**src/rtl/viterbi_ctrl_pkg.sv**
```systemverilog
// Shared definitions for the Viterbi front-end frame controller: default
// frame geometry, watchdog limit and the controller state encoding.
`ifndef TRACEBACK_DEPTH
`define TRACEBACK_DEPTH 120
`endif
`ifndef RADIX
`define RADIX 4
`endif

package viterbi_ctrl_pkg;

  localparam int TB_DEPTH_DEF   = `TRACEBACK_DEPTH;
  localparam int RADIX_DEF      = `RADIX;
  localparam int TB_TIMEOUT_DEF = 256;

  localparam int N_SYM = TB_DEPTH_DEF / RADIX_DEF;
  localparam int SYM_W = (N_SYM > 1) ? $clog2(N_SYM) : 1;

  typedef enum logic [2:0] {
    ST_IDLE      = 3'd0,
    ST_EXTRACT   = 3'd1,
    ST_DRAIN     = 3'd2,
    ST_TRACEBACK = 3'd3,
    ST_DONE      = 3'd4
  } ctrl_state_t;

  // Counter width helper; never returns zero so a 1-entry range still has a bit.
  function automatic int clog2_min1(input int value);
    return (value > 1) ? $clog2(value) : 1;
  endfunction

endpackage

```
**src/rtl/extract_ctrl.sv**
```systemverilog
// Frame sequencer: accepts one traceback-depth frame, runs the slicer for
// N_SYM extract cycles, drains into ACS, then supervises traceback.
module extract_ctrl
  import viterbi_ctrl_pkg::*;
#(
  parameter int  TB_DEPTH   = TB_DEPTH_DEF,
  parameter int  RADIX      = RADIX_DEF,
  parameter int  TB_TIMEOUT = TB_TIMEOUT_DEF,
  localparam int P_N_SYM    = TB_DEPTH / RADIX,
  localparam int P_SYM_W    = clog2_min1(P_N_SYM)
) (
  input  logic                clk,
  input  logic                rst,
  input  logic                i_flush,
  input  logic                i_frame_valid,
  input  logic [TB_DEPTH-1:0] i_frame,
  output logic                o_frame_ready,
  output logic [TB_DEPTH-1:0] o_data_frame,
  output logic                o_en_extract,
  output logic [P_SYM_W-1:0]  o_sym_idx,
  output logic                o_en_acs,
  output logic                o_en_traceback,
  input  logic                i_traceback_done,
  output logic                o_frame_done,
  output logic                o_error,
  output logic                o_busy,
  output logic [2:0]          o_dbg_state
);

  localparam int                 P_WD_W     = clog2_min1(TB_TIMEOUT);
  localparam logic [P_SYM_W-1:0] P_SYM_LAST = P_SYM_W'(P_N_SYM - 1);
  localparam logic [P_WD_W-1:0]  P_WD_LAST  = P_WD_W'(TB_TIMEOUT - 1);

  if ((RADIX < 1) || (TB_DEPTH % RADIX != 0)) begin : g_bad_geometry
    $error("extract_ctrl: TB_DEPTH must be a multiple of RADIX");
  end

  ctrl_state_t         r_state;
  ctrl_state_t         w_state_nxt;
  logic [P_SYM_W-1:0]  r_sym_cnt;
  logic [P_SYM_W-1:0]  w_sym_nxt;
  logic [P_WD_W-1:0]   r_wd_cnt;
  logic [P_WD_W-1:0]   w_wd_nxt;
  logic [TB_DEPTH-1:0] r_data_frame;
  logic                r_en_acs;
  logic                r_error;
  logic                r_ready_en;
  logic                w_err_nxt;
  logic                w_load;
  logic                w_frame_ready;

  // Handshake: a frame transfers on a rising edge where i_frame_valid and
  // o_frame_ready are both high and i_flush is low. o_frame_ready is decoded
  // from registered state only; upstream must hold valid/data until transfer.
  assign w_frame_ready = (r_state == ST_IDLE) && r_ready_en;

  always_comb begin
    w_state_nxt = r_state;
    w_sym_nxt   = r_sym_cnt;
    w_wd_nxt    = r_wd_cnt;
    w_err_nxt   = 1'b0;
    w_load      = 1'b0;
    if (i_flush) begin
      w_state_nxt = ST_IDLE;
      w_sym_nxt   = '0;
      w_wd_nxt    = '0;
    end else begin
      case (r_state)
        ST_IDLE: begin
          if (i_frame_valid && w_frame_ready) begin
            w_load      = 1'b1;
            w_sym_nxt   = '0;
            w_state_nxt = ST_EXTRACT;
          end
        end
        ST_EXTRACT: begin
          if (r_sym_cnt == P_SYM_LAST) begin
            w_sym_nxt   = '0;
            w_state_nxt = ST_DRAIN;
          end else begin
            w_sym_nxt = r_sym_cnt + P_SYM_W'(1);
          end
        end
        ST_DRAIN: begin
          w_wd_nxt    = '0;
          w_state_nxt = ST_TRACEBACK;
        end
        ST_TRACEBACK: begin
          // A done arriving on the final watchdog cycle still counts as success.
          if (i_traceback_done) begin
            w_wd_nxt    = '0;
            w_state_nxt = ST_DONE;
          end else if (r_wd_cnt == P_WD_LAST) begin
            w_wd_nxt    = '0;
            w_err_nxt   = 1'b1;
            w_state_nxt = ST_IDLE;
          end else begin
            w_wd_nxt = r_wd_cnt + P_WD_W'(1);
          end
        end
        ST_DONE: w_state_nxt = ST_IDLE;
        default: w_state_nxt = ST_IDLE;
      endcase
    end
  end

  always_ff @(posedge clk or negedge rst) begin
    if (!rst) begin
      r_state      <= ST_IDLE;
      r_sym_cnt    <= '0;
      r_wd_cnt     <= '0;
      r_data_frame <= '0;
      r_en_acs     <= 1'b0;
      r_error      <= 1'b0;
      r_ready_en   <= 1'b0;
    end else begin
      r_state    <= w_state_nxt;
      r_sym_cnt  <= w_sym_nxt;
      r_wd_cnt   <= w_wd_nxt;
      r_error    <= w_err_nxt;
      r_ready_en <= 1'b1;
      // ACS sees the slicer's registered symbol one cycle after extract.
      r_en_acs   <= !i_flush && (r_state == ST_EXTRACT);
      if (w_load) begin
        r_data_frame <= i_frame;
      end
    end
  end

  assign o_frame_ready  = w_frame_ready;
  assign o_data_frame   = r_data_frame;
  assign o_en_extract   = (r_state == ST_EXTRACT);
  assign o_sym_idx      = r_sym_cnt;
  assign o_en_acs       = r_en_acs;
  assign o_en_traceback = (r_state == ST_TRACEBACK);
  assign o_frame_done   = (r_state == ST_DONE);
  assign o_error        = r_error;
  assign o_busy         = (r_state != ST_IDLE);
  assign o_dbg_state    = r_state;

endmodule

```
**config.mk**
```make
export PLATFORM = sky130hd
export DESIGN_NAME = extract_ctrl
export DESIGN_NICKNAME = d
export VERILOG_FILES = /design/src/rtl/viterbi_ctrl_pkg.sv /design/src/rtl/extract_ctrl.sv
export SDC_FILE = /design/constraint.sdc
export NUM_CORES = 1
export LEC_CHECK = 0
export ABC_CLOCK_PERIOD_IN_PS = 2040
export BUFFER_PORTS_ARGS = -buffer_cell sky130_fd_sc_hd__buf_4
export CAP_MARGIN = 10
export CORE_MARGIN = 8
export CORE_UTILIZATION = 42
export DETAILED_ROUTE_END_ITERATION = 8
export HOLD_SLACK_MARGIN = 0.12
export PLACE_DENSITY = 0.76
export SLEW_MARGIN = 30
export SYNTH_ARGS = -nofsm -noshare
export SYNTH_HDL_FRONTEND = slang
export SYNTH_SLANG_ARGS = --single-unit
export TNS_END_PERCENT = 100
```
**constraint.sdc**
```tcl
create_clock -name clk -period 2.04 [get_ports clk]
set_clock_uncertainty 0.1 [all_clocks]
set_input_delay 0.204 -clock clk [delete_from_list [all_inputs] [get_ports clk]]
set_output_delay 0.204 -clock clk [all_outputs]
set_load 0.02 [all_outputs]
```
Yosys cells after proc, flatten, opt, wreduce, memory -nomap -nowiden
Index checks and enable logic that the tools add are counted.
{"block": "op_classes", "add_sub_neg": 2, "eq_ne": 9, "muxes": 21, "reduce_logical": 10}
{"op": "2-to-1 mux 8 bit", "n": 3}
{"op": "case mux 8 bit (2 select lines)", "n": 1}
{"op": "2-to-1 mux 3 bit", "n": 5}
{"op": "2-to-1 mux 5 bit", "n": 3}
{"op": "case mux 3 bit (4 select lines)", "n": 1}
{"op": "case mux 5 bit (2 select lines)", "n": 1}
{"op": "nonzero test 3 bit", "n": 3}
{"op": "adder 8 x 1 -> 8 bit, second input constant", "n": 1}
{"op": "== test 8 bit, second input constant", "n": 1}
{"op": "2-to-1 mux 1 bit", "n": 7}
{"op": "== test 3 x 2 -> 1 bit, second input constant", "n": 2}
{"op": "!= test 3 x 2 -> 1 bit, second input constant", "n": 2}
{"op": "adder 5 x 1 -> 5 bit, second input constant", "n": 1}
{"op": "== test 5 bit, second input constant", "n": 1}
{"op": "!= test 4 x 2 -> 1 bit, second input constant", "n": 1}
{"op": "== test 3 x 1 -> 1 bit, second input constant", "n": 1}
{"op": "== test 3 bit, second input constant", "n": 1}
{"op": "logical AND 1 bit", "n": 3}
{"op": "zero test 3 bit", "n": 1}
{"op": "AND reduction 3 bit", "n": 1}
{"op": "AND reduction 2 bit", "n": 1}
{"op": "zero test 1 bit", "n": 1}
{"block": "word_totals", "regBits": 139, "input_bits": 125, "word_cells": 49}

Longest topological paths before layout
{"block": "logic_depth", "ltp_word": 6, "ltp_mapped": 6, "mapped_depth_nobuf": 6}

Least setup slack after synthesis
Ideal clock, no wire load.
{"block": "synth_timing", "path_type": "register to register", "startpoint": "register r_state[1], in the netlist o_dbg_state[1]", "endpoint": "register r_data_frame[0], in the netlist o_data_frame[0]", "required_ps": 1813, "setup_time_ps": 127, "path_stages_with_launch": 7, "t_arrival_ps": 1892, "synth_period_minus_slack_ps": 2119, "path_buffers": 3, "slack_ps": -79, "cell_sequence": "dfrtp_1 buf_4 or3_4 nor3_4 buf_6 buf_6 mux2_1"}
{"block": "synth_via", "elab_chain_cells": 6}
{"item": "from (decl)", "line_no": "extract_ctrl.sv:38", "rtl": "ctrl_state_t r_state;"}
{"item": "from (signal assigned)", "line_no": "extract_ctrl.sv:117", "rtl": "r_state <= w_state_nxt;"}
{"item": "zero test 3 bit *", "line_no": "extract_ctrl.sv:55, extract_ctrl.sv:68"}
{"item": "logical AND 1 bit", "line_no": "extract_ctrl.sv:55", "rtl": "assign w_frame_ready = (r_state == ST_IDLE) && r_ready_en;"}
{"item": "logical AND 1 bit", "line_no": "extract_ctrl.sv:70", "rtl": "if (i_frame_valid && w_frame_ready) begin"}
{"item": "2-to-1 mux 1 bit", "line_no": "extract_ctrl.sv:70"}
{"item": "2-to-1 mux 1 bit *", "line_no": "extract_ctrl.sv:68", "rtl": "case (r_state)"}
{"item": "2-to-1 mux 1 bit *", "line_no": "extract_ctrl.sv:63", "rtl": "if (i_flush) begin"}
{"item": "to (signal assigned)", "line_no": "extract_ctrl.sv:125", "rtl": "r_data_frame <= i_frame;"}
{"item": "to (decl)", "line_no": "extract_ctrl.sv:44", "rtl": "logic [TB_DEPTH-1:0] r_data_frame;"}
Every way passes the cells marked *; elsewhere a longest branch is shown, timed or not.
A chain may end at the register's enable or synchronous reset.

Final worst setup path
{"block": "layout_timing", "startpoint": "register r_state[0], in the netlist o_dbg_state[0]", "endpoint": "register r_data_frame[85], in the netlist o_data_frame[85]"}
The elaborated chain is that of the path after synthesis.

==> qor.csv <==
stage,metric,value,unit
outcome,status,"complete, no violations",
cells_and_area,stdcell_area,9560,µm²
route,wl_met3,1680,µm
cells_and_area,drive_gt1_frac,0.435,
timing,rsz0062_at_grt,true,
route,drt-initial-drc-count,152,
synth,yosysWarnings,0,
floorplan,dieArea,17000,µm²
global_route,grt_pass1_vias,5108,
synth,yosysSeqAreaShare,0.634,
worst_setup_path,end_kind,register,
worst_setup_path,max_stage_delay,0.41,ns
global_route,antenna_found_initial,2,
route,route.detailed.drc,0,
worst_setup_path,cp.arrival,2.18,ns
synth,synthCells,355,
synth,synth_area,5490,µm²
timing,finalSetupTns,0,ns
timing,fin_ws,0.0575,ns
power_and_ir_drop,p_sw,4.93,mW
min_path,worst_hold_path_type,in2reg,
timing,max_freq,0.504,GHz
cts,clock-sinks,139,
power_and_ir_drop,p_int,8.79,mW
cts,root_buffer,clkbuf_16,
floorplan,die_x,130,µm
power_and_ir_drop,p_comb_frac,0.429,
route,ant_nets,0,
synth,synth.avg_cell_area,15.5,µm²
cts,cts_tree,yes,
worst_setup_path,critical_path_class,reg2reg,
cells_and_area,final_common_cell,buf_4,
route,totalWireLength,17600,µm
flow_run,maxCapViolCount,0,
worst_setup_path,critPathMaxFanout,24,
route,drt-pass1-iter-count,4,
cts,clkTransAtPathRegs,0.05,ns
route,routed.top_layer,met4,
power_and_ir_drop,p_per_area,1430,nW/µm²
power_and_ir_drop,finalPower,13.7,mW
floorplan,num_rows,41,
power_and_ir_drop,p_seq_frac,0.344,
timing,setup_viol,0,
cts,cts_made_buffers,17,
synth,syn_nets,483,
floorplan,dieHeight,130,µm
power_and_ir_drop,p_clk_frac,0.227,
timing,period_share,0.972,
global_route,grt_max_degree,51,
worst_setup_path,cp-start-kind,register,
timing,hold_viol,0,
placed_design,place_congestion,0.846,
power_and_ir_drop,leakage,4.56,nW
synth,synth_seq_cells,139,
cts,h-tree-depth,4,
floorplan,core,12700,µm²
cells_and_area,area_delta_synth_final,74.2,%
route,avgViaCountPerCell,4.79,
placed_design,dpl_cell_area,7680,µm²
placed_design,port_buffers,259,
worst_setup_path,critPathSlowestCell,or3_4,
worst_setup_path,crit_chain,or3_4 > nor3_4 > buf_4 > mux2_2,
floorplan,initial_core_util,0.433,
route,dr_wl_met2,9200,µm
timing,drv_slew,0,
cells_and_area,postLayoutCoreUtil,0.754,
timing,period_minus_slack,1.98,ns
cells_and_area,nets,883,
synth,synth.distinct_cells,36,
placed_design,dp_slack,0.0440,ns
cts,cts_buffer_depth,2,
cts,worstSkewPairLatency,0.41,ns
global_route,grt_pass1_wl,26700,µm
placed_design,hpwl,11700,µm
route,avgRoutedWirePerCell,18.7,µm
worst_setup_path,required,2.23,ns
route,wl_met1,6250,µm
power_and_ir_drop,p_sw_frac,0.359,
power_and_ir_drop,ir_worst_vdd,856,µV
cells_and_area,most-common-layout-cells,"buf_4 (266), dfrtp_1 (137), dlygate4sd3_1 (123)",
floorplan,ioPinCount,260,
global_route,grt_use_total,0.207,
global_route,gr-total-overflow,0,
route,via_count,4510,
==> state kept, by name, indices dropped and copies added, names as in the netlist <==
signal        cells
o_sym_idx         5
r_ready_en        1
o_en_acs          1
o_data_frame    120
o_error           1
r_wd_cnt          8
o_dbg_state       3
==> kinds of logic after synthesis <==
kind of cell | share of synthesized area
AO/OA/AOI/OAI | 0.0230
XOR/XNOR | 0.00957
adder cells (fa/ha/maj) | 0.00684
buffers and inverters | 0.0294
flip-flops | 0.634
multiplexers | 0.250
other | 0.000683
AND/OR/NAND/NOR | 0.0465
==> worst max-delay path: cells and delay by family (launching register included) <==
kind                   cells  cell delay [ns]
multiplexers               1             0.39
buffers and inverters      1             0.35
flip-flops                 1             0.40
AND/OR/NAND/NOR            2             0.63
==> layer usage <==
| metal | track usage | up-vias |
|---|---|---|
| met2 | 0.366 | 202 |
| met1 | 0.217 | 2223 |
| li1 | - | 2051 |
| met5 | 0 | - |
| met3 | 0.0747 | 34 |
| met4 | 0.0943 | 0 |
==> power groups by stage <==
stage	registers, mW	logic (mW)	clock network (mW)
floorplan	6.18	1.31	0
global placement	4.64	5.55	0
detailed placement	4.70	5.66	0
CTS	4.68	5.87	3.17
global route	4.86	6.20	3.30
finish	4.72	5.88	3.12
==> synthesized netlist by cell type (all sizes together) <==
library cell / number / area share
dfrtp: 139 / 0.63
mux2: 122 / 0.25
buf: 15 / 0.027
nand2: 11 / 0.0075
o21ai: 8 / 0.0073
nor2: 7 / 0.0048
and2: 5 / 0.0057
nand3: 5 / 0.0046
xor2: 5 / 0.0080
and3: 4 / 0.0046
a21oi: 3 / 0.0027
ha: 3 / 0.0068
inv: 3 / 0.0021
a21o: 2 / 0.0027
a22o: 2 / 0.0032
nand4: 2 / 0.0023
nor2b: 2 / 0.0023
nor3: 2 / 0.0039
o2111ai: 2 / 0.0032
a31oi: 1 / 0.0011
and4bb: 1 / 0.0023
clkbuf: 1 / 0.00068
conb: 1 / 0.00068
nand2b: 1 / 0.0011
nor3b: 1 / 0.0014
nor4b: 1 / 0.0016
o211ai: 1 / 0.0014
o21bai: 1 / 0.0014
or2: 1 / 0.0011
or3: 1 / 0.0021
or4: 1 / 0.0014
xnor2: 1 / 0.0016
==> repair_timing <==
item | CTS | global route
hold buffers | 123 | 0
endpoints found under the setup margin | 0 | 27
setup buffers | 0 | 0
hold endpoints to repair | 265 | 0
gates resized for setup | 0 | 1
==> stage by stage <==
step	std cells	hold slack, ns
3_5_place_dp	784	0.0797
5_1_grt	941	0.219
2_1_floorplan	355	-0.192
6_report	941	0.194
3_3_place_gp	784	0.0741
4_1_cts	938	0.188
==> worst paths after layout <==
| kind | from | endpoint | slack, ns | cells after the start |
|---|---|---|---|---|
| max in group asynchronous | rst | o_data_frame[4] | 1.01 | 3 |
| min in group asynchronous | rst | o_data_frame[86] | 0.21 | 2 |
| setup / recovery | o_dbg_state[0] | o_data_frame[85] | 0.06 | 4 |
| hold reg to reg | o_data_frame[3] | o_data_frame[3] | 0.38 | 1 |
| hold / removal | i_frame_valid | o_dbg_state[0] | 0.19 | 4 |
| setup reg to reg | o_dbg_state[0] | o_data_frame[85] | 0.06 | 4 |
==> layout make-up <==
cell class | instances | area, µm²
Sequential cell | 139 | 3480
Antenna cell | 2 | 5.00
Clock inverter | 11 | 144
Inverter | 3 | 11.3
Timing Repair Buffer | 397 | 3380
Multi-Input combinational cell | 197 | 1850
Tap cell | 172 | 215
Fill cell | 726 | 3110
Clock buffer | 20 | 467
Power figures use the tool's default switching activity.
